File: config.mk
export PLATFORM = sky130hd
export DESIGN_NAME = uart_cmd_comm
export DESIGN_NICKNAME = d
export VERILOG_FILES = /design/src/rtl/uart_cmd_comm.sv
export SDC_FILE = /design/constraint.sdc
export NUM_CORES = 1
export LEC_CHECK = 0
export ABC_AREA = 1
export CAP_MARGIN = 15
export CORE_ASPECT_RATIO = 1.5
export CORE_MARGIN = 1
export CORE_UTILIZATION = 45
export DETAILED_ROUTE_END_ITERATION = 16
export MAX_ROUTING_LAYER = met4
export PLACE_DENSITY = 0.77
export SLEW_MARGIN = 20
export SYNTH_ARGS = -nofsm -noshare
export SYNTH_HDL_FRONTEND = slang
export SYNTH_SLANG_ARGS = --single-unit
File: constraint.sdc
create_clock -name clk -period 1.6 [get_ports clk]
set_clock_uncertainty 0.2 [all_clocks]
set_input_delay 0.16 -clock clk [delete_from_list [all_inputs] [get_ports clk]]
set_output_delay 0.16 -clock clk [all_outputs]
set_load 0.02 [all_outputs]
File: src/rtl/uart_cmd_comm.sv
// uart_cmd_comm: 8N1 UART front end; three RX bytes form a 24-bit command, single response bytes go out on TX.
// Optional inter-byte timeout on partial commands when CMD_TIMEOUT_EN is defined.
module uart_cmd_comm #(
    parameter int BAUD_DIV     = 2604,
    parameter int TIMEOUT_BITS = 32
) (
    input  logic        clk,
    input  logic        rst_n,
    input  logic        RX,
    output logic        TX,
    output logic [23:0] cmd,
    output logic        cmd_rdy,
    input  logic        clr_cmd_rdy,
    input  logic [7:0]  resp_data,
    input  logic        send_resp,
    output logic        resp_sent
);
    localparam logic [15:0] FULL = 16'(BAUD_DIV);
    localparam logic [15:0] HALF = 16'(BAUD_DIV / 2);

    typedef enum logic [1:0] {IDLE, START, DATA, STOP} state_t;

    state_t      rx_state, rx_next, tx_state, tx_next;
    logic        rx_s1, rx_s2, rx_prev;
    logic [15:0] rx_cnt, tx_cnt;
    logic [2:0]  rx_bit, tx_bit;
    logic [7:0]  rx_shift, tx_shift;
    logic        rx_exp, tx_exp, rx_vld, rx_err, take, set_rdy, timeout, tx_load;
    logic [1:0]  byte_cnt;

    assign rx_exp  = rx_cnt == 16'd1;
    assign tx_exp  = tx_cnt == 16'd1;
    assign take    = rx_vld && !cmd_rdy;
    assign set_rdy = take && byte_cnt == 2'd2;

    always_ff @(posedge clk or negedge rst_n) begin
        if (!rst_n) {rx_s1, rx_s2, rx_prev} <= 3'b111;
        else        {rx_s1, rx_s2, rx_prev} <= {RX, rx_s1, rx_s2};
    end

    always_ff @(posedge clk or negedge rst_n) begin
        if (!rst_n) rx_state <= IDLE;
        else        rx_state <= rx_next;
    end

    always_comb begin
        rx_next = rx_state;
        case (rx_state)
            IDLE:  if (rx_prev && !rx_s2) rx_next = START;
            START: if (rx_exp) rx_next = rx_s2 ? IDLE : DATA;
            DATA:  if (rx_exp && rx_bit == 3'd7) rx_next = STOP;
            STOP:  if (rx_exp) rx_next = IDLE;
            default: rx_next = IDLE;
        endcase
    end

    // Counter idles at HALF so the start bit is re-checked mid-bit.
    always_ff @(posedge clk or negedge rst_n) begin
        if (!rst_n) begin
            rx_cnt   <= HALF;
            rx_bit   <= 3'd0;
            rx_shift <= 8'd0;
            rx_vld   <= 1'b0;
            rx_err   <= 1'b0;
        end else begin
            rx_cnt   <= rx_state == IDLE ? HALF : rx_exp ? FULL : rx_cnt - 16'd1;
            rx_bit   <= rx_state != DATA ? 3'd0 : rx_exp ? rx_bit + 3'd1 : rx_bit;
            rx_shift <= (rx_state == DATA && rx_exp) ? {rx_s2, rx_shift[7:1]} : rx_shift;
            rx_vld   <= rx_state == STOP && rx_exp && rx_s2;
            rx_err   <= rx_state == STOP && rx_exp && !rx_s2;
        end
    end

`ifdef CMD_TIMEOUT_EN
    localparam logic [31:0] LIMIT = 32'(TIMEOUT_BITS * BAUD_DIV);
    logic [31:0] idle_cnt;
    logic        idle_run;
    assign idle_run = byte_cnt != 2'd0 && rx_state == IDLE && !rx_vld;
    assign timeout  = idle_run && idle_cnt == LIMIT - 32'd1;
    always_ff @(posedge clk or negedge rst_n) begin
        if (!rst_n) idle_cnt <= 32'd0;
        else        idle_cnt <= idle_run ? idle_cnt + 32'd1 : 32'd0;
    end
`else
    assign timeout = TIMEOUT_BITS < 0;
`endif

    always_ff @(posedge clk or negedge rst_n) begin
        if (!rst_n) begin
            cmd      <= 24'd0;
            cmd_rdy  <= 1'b0;
            byte_cnt <= 2'd0;
        end else begin
            if (take)
                cmd <= {byte_cnt == 2'd0 ? rx_shift : cmd[23:16],
                        byte_cnt == 2'd1 ? rx_shift : cmd[15:8],
                        byte_cnt == 2'd2 ? rx_shift : cmd[7:0]};
            cmd_rdy  <= set_rdy || (cmd_rdy && !clr_cmd_rdy);
            byte_cnt <= rx_err ? 2'd0 : take ? (set_rdy ? 2'd0 : byte_cnt + 2'd1) : timeout ? 2'd0 : byte_cnt;
        end
    end

    assign tx_load   = send_resp && (tx_state == IDLE || (tx_state == STOP && tx_exp));
    assign resp_sent = tx_state == STOP && tx_exp;
    assign TX        = tx_state == START ? 1'b0 : tx_state == DATA ? tx_shift[0] : 1'b1;

    always_ff @(posedge clk or negedge rst_n) begin
        if (!rst_n) tx_state <= IDLE;
        else        tx_state <= tx_next;
    end

    always_comb begin
        tx_next = tx_state;
        case (tx_state)
            IDLE:  if (send_resp) tx_next = START;
            START: if (tx_exp) tx_next = DATA;
            DATA:  if (tx_exp && tx_bit == 3'd7) tx_next = STOP;
            STOP:  if (tx_exp) tx_next = send_resp ? START : IDLE;
            default: tx_next = IDLE;
        endcase
    end

    always_ff @(posedge clk or negedge rst_n) begin
        if (!rst_n) begin
            tx_cnt   <= FULL;
            tx_bit   <= 3'd0;
            tx_shift <= 8'd0;
        end else begin
            tx_cnt   <= (tx_state == IDLE || tx_exp) ? FULL : tx_cnt - 16'd1;
            tx_bit   <= tx_state != DATA ? 3'd0 : tx_exp ? tx_bit + 3'd1 : tx_bit;
            tx_shift <= tx_load ? resp_data : (tx_state == DATA && tx_exp) ? {1'b0, tx_shift[7:1]} : tx_shift;
        end
    end
endmodule

==> results.rst, run 1 <==
.. list-table::
   :header-rows: 1

   * - Metric
     - Value
   * - Status
     - finished with violations
   * - Violations in the final reports
     - setup timing
   * - Met3 wire length
     - 363 microns
   * - Warning count from the yosys run
     - 0
   * - Fraction of layout cells with a size suffix above 1
     - 42.60%
   * - Die H
     - 121.9 microns
   * - Number of antenna cells inserted
     - 0
   * - Placed Instance Area
     - around 5400 sq um
   * - Via count of the first global-routing pass
     - roughly 3800
   * - Layout fillers
     - 598
   * - Cells on worst reg2reg path
     - 8
   * - Cell repeated most along the worst path
     - sky130_fd_sc_hd__nor2_4
   * - Highest cell delay on the worst timing path
     - 0.42 ns
   * - Routability cong.
     - 0.8307
   * - Arrival time at the worst endpoint
     - 1.42 ns
   * - WHS Endpoint
     - rx_s1$_DFF_PN1_
   * - Clock tree buffer depth
     - 2
   * - Post-route antenna net violation count
     - 0
   * - Pleak
     - 0.003046 uW
   * - CTS tree
     - built
   * - Largest vdd supply drop
     - 0.001116 V
   * - Gate count after technology mapping
     - 476
   * - Yosys top cell area share
     - 44.69%
   * - Clock-pin slew reported for the worst setup and hold paths after clock tree synthesis
     - 0.07 ns
   * - Worst R2R Setup Slack
     - -0.17 ns
   * - Number of nets in the final layout
     - between 600 and 700
   * - Vias per std cell
     - 5.454
   * - Initial antenna violation count
     - 0
   * - Post-synth design cell area
     - 4312 sq um
   * - Share of flip-flops with an asynchronous set or reset
     - 100.0%
   * - Max-cap violations
     - 0
   * - DRT Wirelength
     - 12.69 mm
   * - Switching fraction of total power
     - 37.83%
   * - Crit path buf inv count
     - 2
   * - Number of enable-type register cells in the synthesized netlist
     - 0
   * - Clock Root Buffer
     - sky130_fd_sc_hd__clkbuf_16
   * - Detailed Place HPWL
     - 6.836 mm
   * - Uppermost layer routed
     - met4
   * - Number of register bits inferred by synthesis
     - 90
   * - Power per cell area
     - 1330 nW/um^2
   * - Remaining DRCs
     - 0
   * - Global-route wire length before repair
     - 16.90 mm
   * - 1st-iter DRT viols
     - around 300
   * - Latest clock arrival within the worst-skew pair
     - 0.35 ns
   * - Hold/Removal Path Class
     - input port to flop
   * - Unique masters post-synth
     - 38
   * - Switching power
     - 3316 uW
   * - Relative slew slack
     - 71.38%
   * - Startpoint types
     - flop
   * - Required time of the worst setup path
     - between 1 and 1.5 ns
   * - Final-report max-slew violation count
     - 0
   * - Worst Path Class, Setup
     - flop to output pin
   * - Avg WL per Cell
     - around 17 microns
   * - Internal Power
     - 5450 uW
   * - Worst hold path cell count
     - 1
   * - Global routing usage summed across all routing layers
     - 22.82%
   * - Synthesized net count
     - 502
   * - Crit path setup slack, layout
     - -0.1840 ns
   * - Capture point of the worst reg-to-reg path
     - rx_shift[4]$_DFFE_PN0P_
   * - Top_reg_cell synth
     - sky130_fd_sc_hd__dfrtp_1
   * - Pin count of the biggest net entering global routing
     - 30
   * - Num Clock Sinks
     - 90
   * - Tot Pwr
     - about 8800 uW
   * - Met1 wire length
     - around 4.7 mm
   * - Hold violation total from the final report
     - 0
   * - Worst path top cell family by delay
     - simple AND/OR/NAND/NOR gates
   * - Cells traversed along the worst timing path
     - nor2_4 > nand2_2 > nor2_4 > nand3_4 > inv_2 > buf_6
   * - I/O pins
     - 40
   * - Detailed-routed wire length on met2
     - around 7 mm
   * - Number of port buffers
     - 39
   * - Clock network power share
     - 23.7%
   * - F_max
     - between 500 and 600 MHz
   * - Total non-filler cell area in the finished layout
     - 6590 sq um
   * - Cell taking the most area after synthesis
     - sky130_fd_sc_hd__dfrtp_1
   * - Total grt overflow
     - 0
   * - Top cells by area, synth
     - sky130_fd_sc_hd__dfrtp_1 45%, sky130_fd_sc_hd__nand2_1 9.7%, sky130_fd_sc_hd__dfstp_2 7.9%, sky130_fd_sc_hd__nor2_1 4.6%, sky130_fd_sc_hd__nand3_1 4.2%
   * - Transition at the pin with the smallest max-transition slack
     - 0.4256 ns
   * - Seq. cell area
     - 2271 sq um
   * - Setup violations, final
     - 56
   * - Via Count
     - 3965
   * - H-tree levels
     - 3
   * - Library cell contributing the largest single delay on the critical path
     - sky130_fd_sc_hd__dfrtp_1
   * - Unrepaired setup endpoints after global routing
     - yes
   * - Gate power share
     - about two fifths
   * - Avg Cell Area, Syn
     - 9.058 sq um
   * - Starting density of the core
     - 46.59%
   * - Part of the Yosys area used for sequential elements
     - 52.61%
   * - Chip Width
     - 81.92 microns
   * - Max Fanout on Critical Path
     - 2
   * - DIE AREA
     - roughly 10000 sq um
   * - Total iterations of the first detailed-routing run
     - 5
   * - R2R Path Start
     - rx_cnt[6]$_DFF_PN0_
   * - Core outline area
     - 9254 sq um
   * - Launch instance of the worst min-delay path
     - RX
   * - Tmin final
     - 1.784 ns
   * - Power share of the sequential group
     - 34.3%
   * - # rows
     - 43
   * - Synth-to-layout area growth
     - 52.84%
   * - Post-route fraction of the period consumed by the critical path
     - 111.5%
   * - Area of the multi-input gates
     - between 2000 and 3000 sq um
   * - Crit end category
     - output pin
   * - Number of buffers created by CTS
     - 9
## repair_timing
action | in CTS | in global routing
hold buffers | 1 | 0
pin swaps | 21 | 44
endpoints found under the hold margin | 85 | 0
resized for setup | 103 | 122
endpoints found under the setup margin | 79 | 62
cloned | 4 | 0
setup buffers | 12 | 8
## worst max-delay path by stage
stage	cells after the start	endpoint	start	slack [ns]
after floorplan	7	rx_cnt[14]$_DFF_PN0_	rx_cnt[0]$_DFF_PN0_	-0.009
after global placement	6	resp_sent	tx_cnt[4]$_DFF_PN0_	-0.25
after detailed placement	6	resp_sent	tx_cnt[4]$_DFF_PN0_	-0.27
after CTS	10	tx_cnt[14]$_DFF_PN0_	tx_cnt[0]$_DFF_PN0_	-0.18
after global routing	10	tx_shift[1]$_DFFE_PN0P_	tx_cnt[12]$_DFF_PN0_	-0.24
final	6	resp_sent	tx_cnt[4]$_DFF_PN0_	-0.18
## flip-flops by register name (all words and copies together), names as in the netlist, named ones only
signal and count:
cmd 24, rx_cnt 16, tx_cnt 16, rx_shift 8, tx_shift 8, rx_bit 3
tx_bit 3, byte_cnt 2, tx_state 2, cmd_rdy 1, rx_err 1, rx_prev 1
rx_s1 1, rx_s2 1, rx_state 1, rx_vld 1
## cell type report
type | count | area share, %
Clock buffer | 9 | 3.418
Clock inverter | 7 | 0.9303
Tap cell | 112 | 2.126
Sequential cell | 90 | 34.46
Inverter | 44 | 2.905
Timing Repair Buffer | 126 | 17.73
Multi-Input combinational cell | 339 | 38.43
## worst reg2reg max path: cells and delay by family, from the launching register on
family | cells | cell delay [ns]
flip-flops | 1 | 0.45
buffers and inverters | 1 | 0.11
AO/OA/AOI/OAI | 1 | 0.05
AND/OR/NAND/NOR | 6 | 0.85
## power by group through the flow
stage                     sequential (uW)  clock (uW)  combinational (uW)
after floorplan                      2930           0                1280
after global placement               2920           0                2040
after detailed placement             2930           0                2120
after CTS                            2920        2060                2750
after global routing                 3040        2190                3930
final                                3010        2070                3680
## cells by family after synthesis
kind of cell,Yosys count,synth area share (%)
and+or+nand+nor,241,26.29
adders and majority gates,13,3.773
muxes,1,0.2612
xor gates and xnor gates,18,3.656
AOI/OAI and AO/OA,62,8.445
buffers and inverters,51,4.962
DFF,90,52.61
## metal layers
layer,vias up,track usage [%]
li1,1814,-
met1,2001,24.65
met2,113,41.12
met3,37,2.996
met4,0,8.882
met5,-,-
## synth_stat cells, types with 2 or more instances
| cell type | count |
|---|---|
| sky130_fd_sc_hd__a21oi_1 | 8 |
| sky130_fd_sc_hd__a22o_1 | 2 |
| sky130_fd_sc_hd__buf_6 | 2 |
| sky130_fd_sc_hd__clkbuf_1 | 3 |
| sky130_fd_sc_hd__dfrtp_1 | 77 |
| sky130_fd_sc_hd__dfstp_2 | 13 |
| sky130_fd_sc_hd__ha_1 | 13 |
| sky130_fd_sc_hd__inv_1 | 43 |
| sky130_fd_sc_hd__nand2_1 | 111 |
| sky130_fd_sc_hd__nand2_2 | 7 |
| sky130_fd_sc_hd__nand2_4 | 3 |
| sky130_fd_sc_hd__nand3_1 | 36 |
| sky130_fd_sc_hd__nand3_2 | 2 |
| sky130_fd_sc_hd__nand3b_1 | 7 |
| sky130_fd_sc_hd__nand4_1 | 2 |
| sky130_fd_sc_hd__nor2_1 | 53 |
| sky130_fd_sc_hd__nor2_2 | 4 |
| sky130_fd_sc_hd__nor2_4 | 8 |
| sky130_fd_sc_hd__nor4_1 | 3 |
| sky130_fd_sc_hd__o21ai_0 | 34 |
| sky130_fd_sc_hd__o21ai_1 | 4 |
| sky130_fd_sc_hd__o21ai_2 | 8 |
| sky130_fd_sc_hd__or2_2 | 2 |
| sky130_fd_sc_hd__xnor2_1 | 7 |
| sky130_fd_sc_hd__xor2_1 | 11 |
## stage by stage
stage,worst slack [ns],TNS [ns],util [%],hold slack (ns),instances
2_1_floorplan,-0.009304,-0.01062,-,-0.3356,476
3_3_place_gp,-0.2528,-2.188,57.86,-0.08591,686
3_5_place_dp,-0.2745,-4.061,57.86,-0.07528,686
4_1_cts,-0.1814,-1.474,64.86,0.01442,719
5_1_grt,-0.2405,-8.816,71.21,0.01928,727
6_report,-0.1840,-5.796,71.21,0.005076,727
## placed cells by master, fill, tap and decap left out, types with 3 or more instances in the layout
| cell | count |
|---|---|
| sky130_fd_sc_hd__nand2_2 | 16 |
| sky130_fd_sc_hd__nand3b_1 | 7 |
| sky130_fd_sc_hd__nand3_2 | 10 |
| sky130_fd_sc_hd__nand2_8 | 7 |
| sky130_fd_sc_hd__buf_4 | 61 |
| sky130_fd_sc_hd__dfstp_2 | 13 |
| sky130_fd_sc_hd__clkbuf_16 | 9 |
| sky130_fd_sc_hd__xnor2_1 | 6 |
| sky130_fd_sc_hd__ha_1 | 6 |
| sky130_fd_sc_hd__dlygate4sd2_1 | 25 |
| sky130_fd_sc_hd__inv_2 | 7 |
| sky130_fd_sc_hd__inv_1 | 31 |
| sky130_fd_sc_hd__o21ai_1 | 5 |
| sky130_fd_sc_hd__nand2_1 | 84 |
| sky130_fd_sc_hd__nor2_2 | 13 |
| sky130_fd_sc_hd__nand3_4 | 4 |
| sky130_fd_sc_hd__nor2_1 | 26 |
| sky130_fd_sc_hd__xor2_1 | 11 |
| sky130_fd_sc_hd__buf_12 | 6 |
| sky130_fd_sc_hd__ha_4 | 6 |
| sky130_fd_sc_hd__dfrtp_1 | 75 |
| sky130_fd_sc_hd__inv_4 | 4 |
| sky130_fd_sc_hd__o21ai_0 | 27 |
| sky130_fd_sc_hd__clkdlybuf4s50_1 | 11 |
| sky130_fd_sc_hd__nor2_4 | 27 |
| sky130_fd_sc_hd__o21ai_2 | 14 |
| sky130_fd_sc_hd__nor4_4 | 3 |
| sky130_fd_sc_hd__nand3_1 | 25 |
| sky130_fd_sc_hd__buf_6 | 21 |
| sky130_fd_sc_hd__a21oi_2 | 4 |
| sky130_fd_sc_hd__a21oi_1 | 3 |
| sky130_fd_sc_hd__nand2_4 | 17 |
Note: power is estimated with default switching activity, not from simulation.
==> inputs of run 2 (changes only) <==
PLACE_DENSITY = 0.69   (was 0.77)
REMOVE_ABC_BUFFERS = 1   (was unset)
==> results.rst, run 2 (same netlist as run 1, synthesis figures left out) <==
.. list-table::
   :header-rows: 1

   * - Metric
     - Value
   * - Status
     - finished with violations
   * - Violations in the final reports
     - setup timing
   * - Global routing usage summed across all routing layers
     - 23.89%
   * - Cell repeated most along the worst path
     - sky130_fd_sc_hd__nor2_4
   * - Core outline area
     - 9254 sq um
   * - Hold/Removal Path Class
     - input port to flop
   * - Number of buffers created by CTS
     - 9
   * - Initial antenna violation count
     - 0
   * - Clock tree buffer depth
     - 2
   * - Clock-pin slew reported for the worst setup and hold paths after clock tree synthesis
     - 0.07 ns
   * - Max Fanout on Critical Path
     - 6
   * - Startpoint types
     - flop
   * - Required time of the worst setup path
     - 1.62 ns
   * - Final-report max-slew violation count
     - 0
   * - Hold violation total from the final report
     - 0
   * - Detailed Place HPWL
     - roughly 7.0 mm
   * - Largest vdd supply drop
     - 0.0008263 V
   * - Total iterations of the first detailed-routing run
     - 4
   * - Setup violations, final
     - 56
   * - Total Negative Setup Slacks
     - -4.742 ns
   * - Post-route fraction of the period consumed by the critical path
     - 113.5%
   * - Crit end category
     - flop
   * - Worst Path Class, Setup
     - flop to flop
   * - Relative slew slack
     - 78.38%
   * - Total grt overflow
     - 0
   * - Via Count
     - 3931
   * - Number of port buffers
     - 39
   * - Library cell contributing the largest single delay on the critical path
     - sky130_fd_sc_hd__dfrtp_1
   * - Chip Width
     - 81.92 microns
   * - Clock Root Buffer
     - sky130_fd_sc_hd__clkbuf_16
   * - Most frequent standard cell in the layout excluding fill and tap cells
     - sky130_fd_sc_hd__nand2_1
   * - Crit path setup slack, layout
     - -0.2165 ns
   * - Unrepaired setup endpoints after global routing
     - yes
   * - Arrival time at the worst endpoint
     - roughly 1.8 ns
   * - Post-route antenna net violation count
     - 0
   * - I/O pins
     - 40
   * - Avg WL per Cell
     - 15.99 microns
   * - Num Clock Sinks
     - 90
   * - Tmin final
     - 1.817 ns
   * - Reg with most FFs
     - cmd
   * - Tot Pwr
     - 8768 uW
   * - Number of antenna cells inserted
     - 0
   * - Max-cap violations
     - 0
   * - Cells traversed along the worst timing path
     - nor2_4 > nand3_4 > nor2_4 > nand2_4 > xnor2_1 > o21ai_1 > inv_1
   * - # rows
     - 43
   * - Highest cell delay on the worst timing path
     - 0.43 ns
   * - Transition at the pin with the smallest max-transition slack
     - 0.3213 ns
   * - Synth-to-layout area growth
     - 51.57%
   * - Most frequent cells in the layout
     - 86 x sky130_fd_sc_hd__nand2_1, 78 x sky130_fd_sc_hd__buf_4, 74 x sky130_fd_sc_hd__dfrtp_1
   * - F_max
     - 550.5 MHz
   * - Latest clock arrival within the worst-skew pair
     - between 0.3 and 0.4 ns
   * - H-tree levels
     - 3
   * - Largest registers
     - cmd: 24 flops, rx_cnt: 16 flops, tx_cnt: 16 flops
   * - Power per cell area
     - between 1000 and 1500 nW/um^2
   * - Via count of the first global-routing pass
     - 3915
   * - DIE AREA
     - 9985 sq um
   * - Pin count of the biggest net entering global routing
     - 32
   * - Die H
     - 121.9 microns
   * - Fraction of layout cells with a size suffix above 1
     - 43.13%
   * - Starting density of the core
     - a little under half
   * - Max FFs per register
     - 24
   * - Global-route wire length before repair
     - about 18 mm
   * - Vias per std cell
     - 5.327
   * - 1st-iter DRT viols
     - ~220
   * - Number of nets in the final layout
     - 647
   * - Pleak
     - 0.003075 uW
   * - Routability cong.
     - roughly 0.83
   * - End-of-flow core utilization
     - between 70% and 80%
   * - DRT Wirelength
     - 11.80 mm
   * - Remaining DRCs
     - 0
   * - CTS tree
     - built
==> run 2: path summary, 6_finish.rpt <==
kind,startpoint,endpoint,slack [ns],cells after the start
min in group asynchronous,rst_n,cmd[9]$_DFFE_PN0P_,0.04,2
worst min-delay path,RX,rx_s1$_DFF_PN1_,0.03,1
max in group asynchronous,rst_n,tx_cnt[11]$_DFF_PN1_,0.54,3
worst min register to register,rx_s1$_DFF_PN1_,rx_s2$_DFF_PN1_,0.15,0
worst max register to register,rx_cnt[3]$_DFF_PN0_,rx_cnt[9]$_DFF_PN0_,-0.22,7
worst max-delay path,rx_cnt[3]$_DFF_PN0_,rx_cnt[9]$_DFF_PN0_,-0.22,7
==> run 2: layout make-up <==
cell class	count	area, sq um
clock buffers	11	252.7
multi-input cells	339	2436
inverters	44	191.4
well taps	112	140.1
fillers	609	2719
flip-flops and latches	90	2272
clock inverters	5	43.79
repair buffers	137	1199
==> run 2: timing repair <==
item | in CTS | in global routing
gates resized for setup | 129 | 84
setup endpoints to repair | 82 | 59
setup buffers | 14 | 7
hold buffers | 1 | 0
cloned | 4 | 0
hold endpoints to repair | 84 | 0
pin swaps | 33 | 33
==> run 2: worst max-delay path: cells and delay by family (launching register included) <==
family | cells | cell delay [ns]
compound gates | 1 | 0.18
xor+xnor | 1 | 0.14
buf+inv | 1 | 0.09
flops | 1 | 0.43
simple gates | 4 | 0.65
==> run 2: stage by stage <==
step / setup WS, ns / instances / hold WS, ns / area (sq um)
3_3_place_gp: -0.2851 / 697 / -0.1398 / 5396
4_1_cts: -0.1432 / 731 / 0.02028 / 6130
2_1_floorplan: -0.09598 / 469 / -0.3356 / 4265
3_5_place_dp: -0.2953 / 697 / -0.1345 / 5396
6_report: -0.2165 / 738 / 0.02566 / 6535
5_1_grt: -0.2909 / 738 / 0.02999 / 6535
==> run 2: metal layers <==
metal / vias to the layer above / GRT usage [%] / share of wire (%)
met1: 1964 / 24.44 / 38
met5: - / - / 0
met2: 96 / 42.92 / 56
met3: 39 / 3.521 / 2.7
li1: 1832 / - / -
met4: 0 / 12.06 / 3.5
==> run 2: power by group <==
group	switching, uW	internal, uW
sequential	331	2680
combinational	1910	1760
clock	931	1160
total	3170	5600
==> inputs of run 3 (changes only) <==
SLEW_MARGIN = unset   (was 20)
==> results of run 3 <==
The final DEF is identical to that of run 2; final timing and power are the same.
